File: src/rtl/uart_ram_tx_ctrl.sv
// Streams a burst of RAM bytes to a UART transmitter, one byte per tx_end handshake.
// Latency: start -> ram_rd_en 1 cycle, -> tx_int 3 cycles; tx_end rise -> next tx_int 4 cycles.
// Backpressure: each byte waits in SEND for a tx_end rising edge; abort cancels the burst.
module uart_ram_tx_ctrl #(
    parameter int ADDR_W = 8
) (
    input  logic              clk,
    input  logic              rst_n,
    input  logic              start,
    input  logic [ADDR_W-1:0] start_addr,
    input  logic [ADDR_W:0]   len,
    input  logic              abort,
    output logic              ram_rd_en,
    output logic [ADDR_W-1:0] ram_addr,
    input  logic [7:0]        ram_rd_data,
    output logic [7:0]        tx_data,
    output logic              tx_int,
    input  logic              tx_end,
    output logic              busy,
    output logic              done,
    output logic              aborted
);

    typedef enum logic [2:0] {IDLE, RD, WAIT, LOAD, SEND, NEXT, FIN} state_t;

    state_t            state, state_nxt;
    logic [ADDR_W-1:0] addr, addr_nxt;
    logic [ADDR_W:0]   cnt, cnt_nxt;
    logic              tx_end_q;
    logic              tx_end_rise;
    logic              abort_hit;

    assign tx_end_rise = tx_end && !tx_end_q;
    assign abort_hit   = abort && (state != IDLE) && (state != FIN);
    assign busy        = (state != IDLE);

    always_comb begin
        state_nxt = state;
        addr_nxt  = addr;
        cnt_nxt   = cnt;
        unique case (state)
            IDLE: begin
                if (start) begin
                    if (len != '0) begin
                        addr_nxt  = start_addr;
                        cnt_nxt   = len;
                        state_nxt = RD;
                    end else begin
                        state_nxt = FIN;
                    end
                end
            end
            RD:   state_nxt = WAIT;
            WAIT: state_nxt = LOAD;
            LOAD: state_nxt = SEND;
            SEND: begin
                if (tx_end_rise) state_nxt = NEXT;
            end
            NEXT: begin
                cnt_nxt   = cnt - 1'b1;
                addr_nxt  = addr + 1'b1;
                state_nxt = (cnt_nxt == '0) ? FIN : RD;
            end
            FIN:     state_nxt = IDLE;
            default: state_nxt = IDLE;
        endcase
        // Cancellation overrides every transition, including the final NEXT -> FIN.
        if (abort_hit) state_nxt = IDLE;
    end

    always_ff @(posedge clk or negedge rst_n) begin
        if (!rst_n) begin
            state     <= IDLE;
            addr      <= '0;
            cnt       <= '0;
            tx_end_q  <= 1'b0;
            ram_rd_en <= 1'b0;
            ram_addr  <= '0;
            tx_data   <= '0;
            tx_int    <= 1'b0;
            done      <= 1'b0;
            aborted   <= 1'b0;
        end else begin
            state     <= state_nxt;
            addr      <= addr_nxt;
            cnt       <= cnt_nxt;
            tx_end_q  <= tx_end;
            // Outputs are decoded from the next state so they line up with the state they belong to.
            ram_rd_en <= (state_nxt == RD);
            if (state_nxt == RD) ram_addr <= addr_nxt;
            if ((state == WAIT) && (state_nxt == LOAD)) tx_data <= ram_rd_data;
            tx_int    <= (state_nxt == LOAD);
            done      <= (state_nxt == FIN);
            aborted   <= abort_hit;
        end
    end

endmodule

File: config.mk
export PLATFORM = sky130hd
export DESIGN_NAME = uart_ram_tx_ctrl
export DESIGN_NICKNAME = d
export VERILOG_FILES = /design/src/rtl/uart_ram_tx_ctrl.sv
export SDC_FILE = /design/constraint.sdc
export NUM_CORES = 1
export LEC_CHECK = 0
export ABC_AREA = 0
export BUFFER_PORTS_ARGS = -buffer_cell sky130_fd_sc_hd__buf_4
export CORE_AREA = 2 2 88 69
export CTS_CLUSTER_DIAMETER = 60
export DETAILED_ROUTE_END_ITERATION = 8
export DIE_AREA = 0 0 90 71
export PLACE_DENSITY = 0.7
export SYNTH_ARGS = -nofsm -noshare
export SYNTH_HDL_FRONTEND = slang
export SYNTH_SLANG_ARGS = --single-unit
File: constraint.sdc
create_clock -name clk -period 3.3 [get_ports clk]
set_clock_uncertainty 0.2 [all_clocks]
set_input_delay 0.495 -clock clk [delete_from_list [all_inputs] [get_ports clk]]
set_output_delay 0.495 -clock clk [all_outputs]
set_load 0.01 [all_outputs]
* Word level (Yosys, flattened, before mapping) *
Index checks and enable logic that the tools add are counted.

word-level totals
  bits in latches = 0
  output and inout port bits = 21
  bits in read-only memories = 0
  RAM bits = 0
  memories kept = 0
  logic and storage cells = 46
  flip-flop bits (word level) = 41

cells by class
  divide/modulo/power cells = 0
  muxes and demuxes = 12
  bitwise gates (word level) = 0
  order comparisons = 0
  shift-type cells = 0
  multipliers = 0
  add/sub/neg operators = 2
  reduce and logical (&&, ||, !) cells = 11
  eq/ne operators = 11

operators by type and width
  cell                                                                 number
  9-bit 2-to-1 mux                                                     2
  3-bit one-hot mux with 6 select lines                                1
  9-bit one-hot mux with 2 select lines                                1
  8-bit 2-to-1 mux                                                     2
  8-bit one-hot mux with 2 select lines                                1
  3-bit 2-to-1 mux                                                     5
  3-bit by 2-bit == test with 1-bit output (second input constant)     3
  3-bit == test (second input constant)                                3
  9-bit zero test                                                      1
  9-bit nonzero test                                                   1
  9-bit by 1-bit subtractor with 9-bit output (second input constant)  1
  8-bit by 1-bit adder with 8-bit output (second input constant)       1
  3-bit by 1-bit == test with 1-bit output (second input constant)     2
  1-bit logical AND                                                    4
  2-bit inequality test (second input constant)                        2
  3-bit zero test                                                      1
  3-bit inequality test (second input constant)                        1
  3-bit AND reduction                                                  1
  3-bit nonzero test                                                   1
  2-bit nonzero test                                                   1
  1-bit zero test                                                      1

* Logic depth before layout (Yosys ltp) *
  depth in word-level cells = 7
  gate-level depth with buffers = 7

* Worst setup path before layout *
Ideal clock, no wire load.

  path type = register to register
  start = reg cnt[0]
  end = reg ram_addr[0]
  required time = 2975 ps
  setup time = 125 ps
  buffers on the path = 0
  arrival = 2445 ps
  stages on the path, launching flop included = 8
  slack = 530 ps
  cell sequence = dfrtp_1 -> inv_1 -> ha_1 -> or4b_1 -> xor2_1 -> a31oi_4 -> o311ai_4 -> mux2_4

on the way
  cells in the longest elaborated chain, start to end = 6

ends and longest elaborated chain
  item                                         RTL line  RTL
  from (decl)                                  28        logic [ADDR_W:0] cnt, cnt_nxt;
  from (signal assigned)                       86        cnt <= cnt_nxt;
  9-bit by 1-bit subtractor with 9-bit output  60        cnt_nxt = cnt - 1'b1;
  9-bit zero test                              62        state_nxt = (cnt_nxt == '0) ? FIN : RD;
  3-bit 2-to-1 mux                             62
  3-bit one-hot mux with 6 select lines        41        unique case (state)
  3-bit 2-to-1 mux                             68        if (abort_hit) state_nxt = IDLE;
  3-bit by 1-bit == test with 1-bit output     90        if (state_nxt == RD) ram_addr <= addr_nxt;
  to (signal assigned)                         90
  to (decl)                                    14        output logic [ADDR_W-1:0] ram_addr,

No other way between the ends.
A chain may end at the register's enable or synchronous reset.

* Final worst setup path *
  start = reg cnt[0]
  end = reg ram_addr[1]

The elaborated chain is that of the path after synthesis.

==> results.ini <==
[floorplanning]
fp-row-count = 24
num_io_pins = 51
core_um2 = 5585
dieArea_um2 = 6390
initial_core_util_pct = 38.69
die_x_um = 90
die_h_um = 71

[cts]
cts.htree.levels = 2
cts.path.max_buffers = 2
cts_setup_buffers = 0
numCtsBuffers = 5
cts_tree = done
cts_resized = 0
clock_tree.root_cell = clkbuf_8
cts.sinks = 41
clkTransAtPathRegs_ns = 0.09
clk_latency_ns = 0.30

[synthesis]
synth_compound_area_share_pct = 15.69
synth_cell_types = 50
yosys.area.top_type = dfrtp_1
synth_area_um2 = 2161
async_reset_ff_share_pct = 100.0
netlist_instances = 202
synthFlopType = dfrtp_1
synth-edff-count = 0
synthSimpleGateAreaFrac_pct = 18.70
synthAdderAreaFrac_pct = 1.737
ys_ff_latch = 41
synthTopCellsByArea = dfrtp_1 (47%), mux2_4 (5.6%), mux2_2 (4.2%)
synth.most_common_cell = dfrtp_1
synth_commonest_cells = dfrtp_1 (41), nor2_1 (20), nand2_1 (19), a21oi_1 (9), nand3_1 (9)
synth_top_area_share_pct = 47.48
ys_warn_count = 0
syn_avg_cell_area_um2 = 10.70
synth_top_family_by_area = simple AND/OR/NAND/NOR gates
yosysSeqAreaShare_pct = 47.48
synth_nets = 235
synthXorXnorAreaFrac_pct = 1.621
synth_mux_area_share_pct = 10.65

[placement]
numPortBuffers = 50
dp_hpwl_um = 3305
placed_area_um2 = 2605
dp_slack_ns = 0.4335
gp_congestion = 0.8346

[sta]
setup_slack_ns = 0.4216
slew_violations = 0
finalSetupTns_ns = 0
finalHoldViolations = 0
hold_ws_ns = 0.1059
min_period_ns = 2.878
max_slew.worst_pin.slew_ns = 0.9044
setup-violations-final = 0
rsz0062_at_grt = no
slew-limit-headroom_pct = 39.55
max_freq_ghz = 0.3474
fin_crit_sh_pct = 87.23

[power]
p_sw_uw = 896.7
pwr-share-seq_pct = 39.6
cell_internal_pwr_uw = 1532
leakage_uw = 0.001225
p_per_area_nw_per_um2 = 889.5
p_sw_share_pct = 36.93
combPwrFrac_pct = 43.3
clock_power_share_pct = 17.1
vdd_ir_drop_max_mv = 0.3622

[setup_path]
crit_path_start_kind = flip-flop
worstSetupPathType = reg2reg
cp-end-kind = flip-flop
critPathArrivalTime_ns = 2.87
reg2reg_depth = 8
critical_path_peak_fanout = 9
cp.required_ns = 3.29

[global_route]
grt_pass1_wl_um = 7790
grt_overflow_total = 0
grt_pass1_vias = 1587
grt_start_max_net_pins = 42
antenna_found_initial = 0
grt_usage_pct = 15.31

[cells_and_area]
area_growth_pct = 26.35
ff_latch_area_um2 = 1026
antennaDiodeCount = 0
fillers = 532
stdcell_area_um2 = 2730
fin_nets = 286
multi_input_area_um2 = 1054
drive_gt1_share_pct = 34.25

[hold_path]
worstHoldPathType = in2reg
whs_path_depth = 1

[route]
detail_route.wirelength_um = 4673
top_layer_used = met4
wl_per_cell_um = 14.08
drc = 0
antenna_left = 0
drt-pass1-iter-count = 4
via_per_inst = 5.081
vias = 1687
wl_met2_um = 2035
dr.first_iter.drc_count = 63
wl_met3_um = 200
m1WireLength_um = 2357

[outcome]
status = finished clean

[run]
drv_cap = 0

what timing repair did:
action / in CTS / in global routing
setup endpoints to repair: 0 / 0
hold endpoints to repair: 41 / 0
hold buffers: 1 / 0
metal layers:
layer | vias up | GRT usage (%)
met5 | - | 0
met4 | 0 | 6.667
met3 | 7 | 3.514
met2 | 38 | 21.80
met1 | 799 | 22.38
li1 | 843 | -
power by group through the flow:
stage	combinational, µW	sequential (µW)	clock [µW]
global placement	1040	968	0
floorplan	724	932	0
detailed placement	1060	969	0
global route	1160	1010	445
CTS	1070	963	424
finish	1050	961	414
area by class of cell:
type / count / area share, %
Timing Repair Buffer: 54 / 14.94
Sequential cell: 41 / 37.58
Tap cell: 78 / 3.575
Clock inverter: 3 / 1.696
Multi-Input combinational cell: 143 / 38.59
Clock buffer: 5 / 2.521
Inverter: 8 / 1.100
state kept, by name (all words and copies together) (netlist names):
signal and cells:
aborted 1, addr 8, cnt 9, done 1
ram_addr 8, ram_rd_en 1, state 3, tx_data 8
tx_end_q 1, tx_int 1
worst paths after layout:
kind / endpoint / start / slack (ns)
setup / recovery: ram_addr[1]$_DFFE_PN0N_ / cnt[0]$_DFFE_PN0P_ / 0.42
hold / removal: tx_end_q$_DFF_PN0_ / tx_end / 0.11
setup reg to reg: ram_addr[1]$_DFFE_PN0N_ / cnt[0]$_DFFE_PN0P_ / 0.42
hold reg to reg: cnt[8]$_DFFE_PN0P_ / cnt[8]$_DFFE_PN0P_ / 0.30
max in group asynchronous: state[0]$_DFF_PN0_ / rst_n / 2.03
min in group asynchronous: cnt[3]$_DFFE_PN0P_ / rst_n / 0.51
cell families after synthesis:
kind of cell | Yosys count
buf+inv | 18
fa+ha+maj | 3
simple gates | 75
flops | 41
xor+xnor | 4
compound gates | 43
mux | 18
critical path, cell delays in order, from the launching register on:
cell      delay (ns)
dfrtp_1         0.40
inv_1           0.10
ha_1            0.28
or4b_1          0.55
xor2_1          0.26
a31oi_4         0.15
o311ai_4        0.27
buf_4           0.25
mux2_4          0.31
cell usage in the layout (no fill, tap or decap), types with 2 or more instances in the layout:
| master | Yosys | final |
|---|---|---|
| buf_4 | 3 | 53 |
| dfrtp_1 | 41 | 41 |
| nor2_1 | 20 | 20 |
| nand2_1 | 19 | 19 |
| nand3_1 | 9 | 9 |
| a21oi_1 | 9 | 9 |
| inv_1 | 8 | 8 |
| o21ai_0 | 8 | 8 |
| mux2_2 | 8 | 8 |
| mux2_4 | 8 | 8 |
| clkbuf_8 | 0 | 5 |
| or3_1 | 4 | 4 |
| o31ai_1 | 4 | 4 |
| a221o_1 | 3 | 3 |
| o211ai_1 | 3 | 3 |
| nand4_1 | 3 | 3 |
| nor2b_1 | 3 | 3 |
| nand2b_1 | 3 | 3 |
| ha_1 | 3 | 3 |
| nor4b_1 | 2 | 2 |
| xor2_1 | 2 | 2 |
| xnor2_1 | 2 | 2 |
| nor4_1 | 2 | 2 |
| a31o_2 | 2 | 2 |
| mux2i_1 | 2 | 2 |
| a311oi_1 | 2 | 2 |
| a211oi_1 | 2 | 2 |
per-stage QoR:
step,cells,util (%),total power [µW]
floorplan,202,-,1657
finish,332,48.88,2428
detailed placement,323,46.64,2030
global route,332,48.88,2609
global placement,323,46.64,2004
CTS,332,48.88,2452
Power figures use the tool's default switching activity.
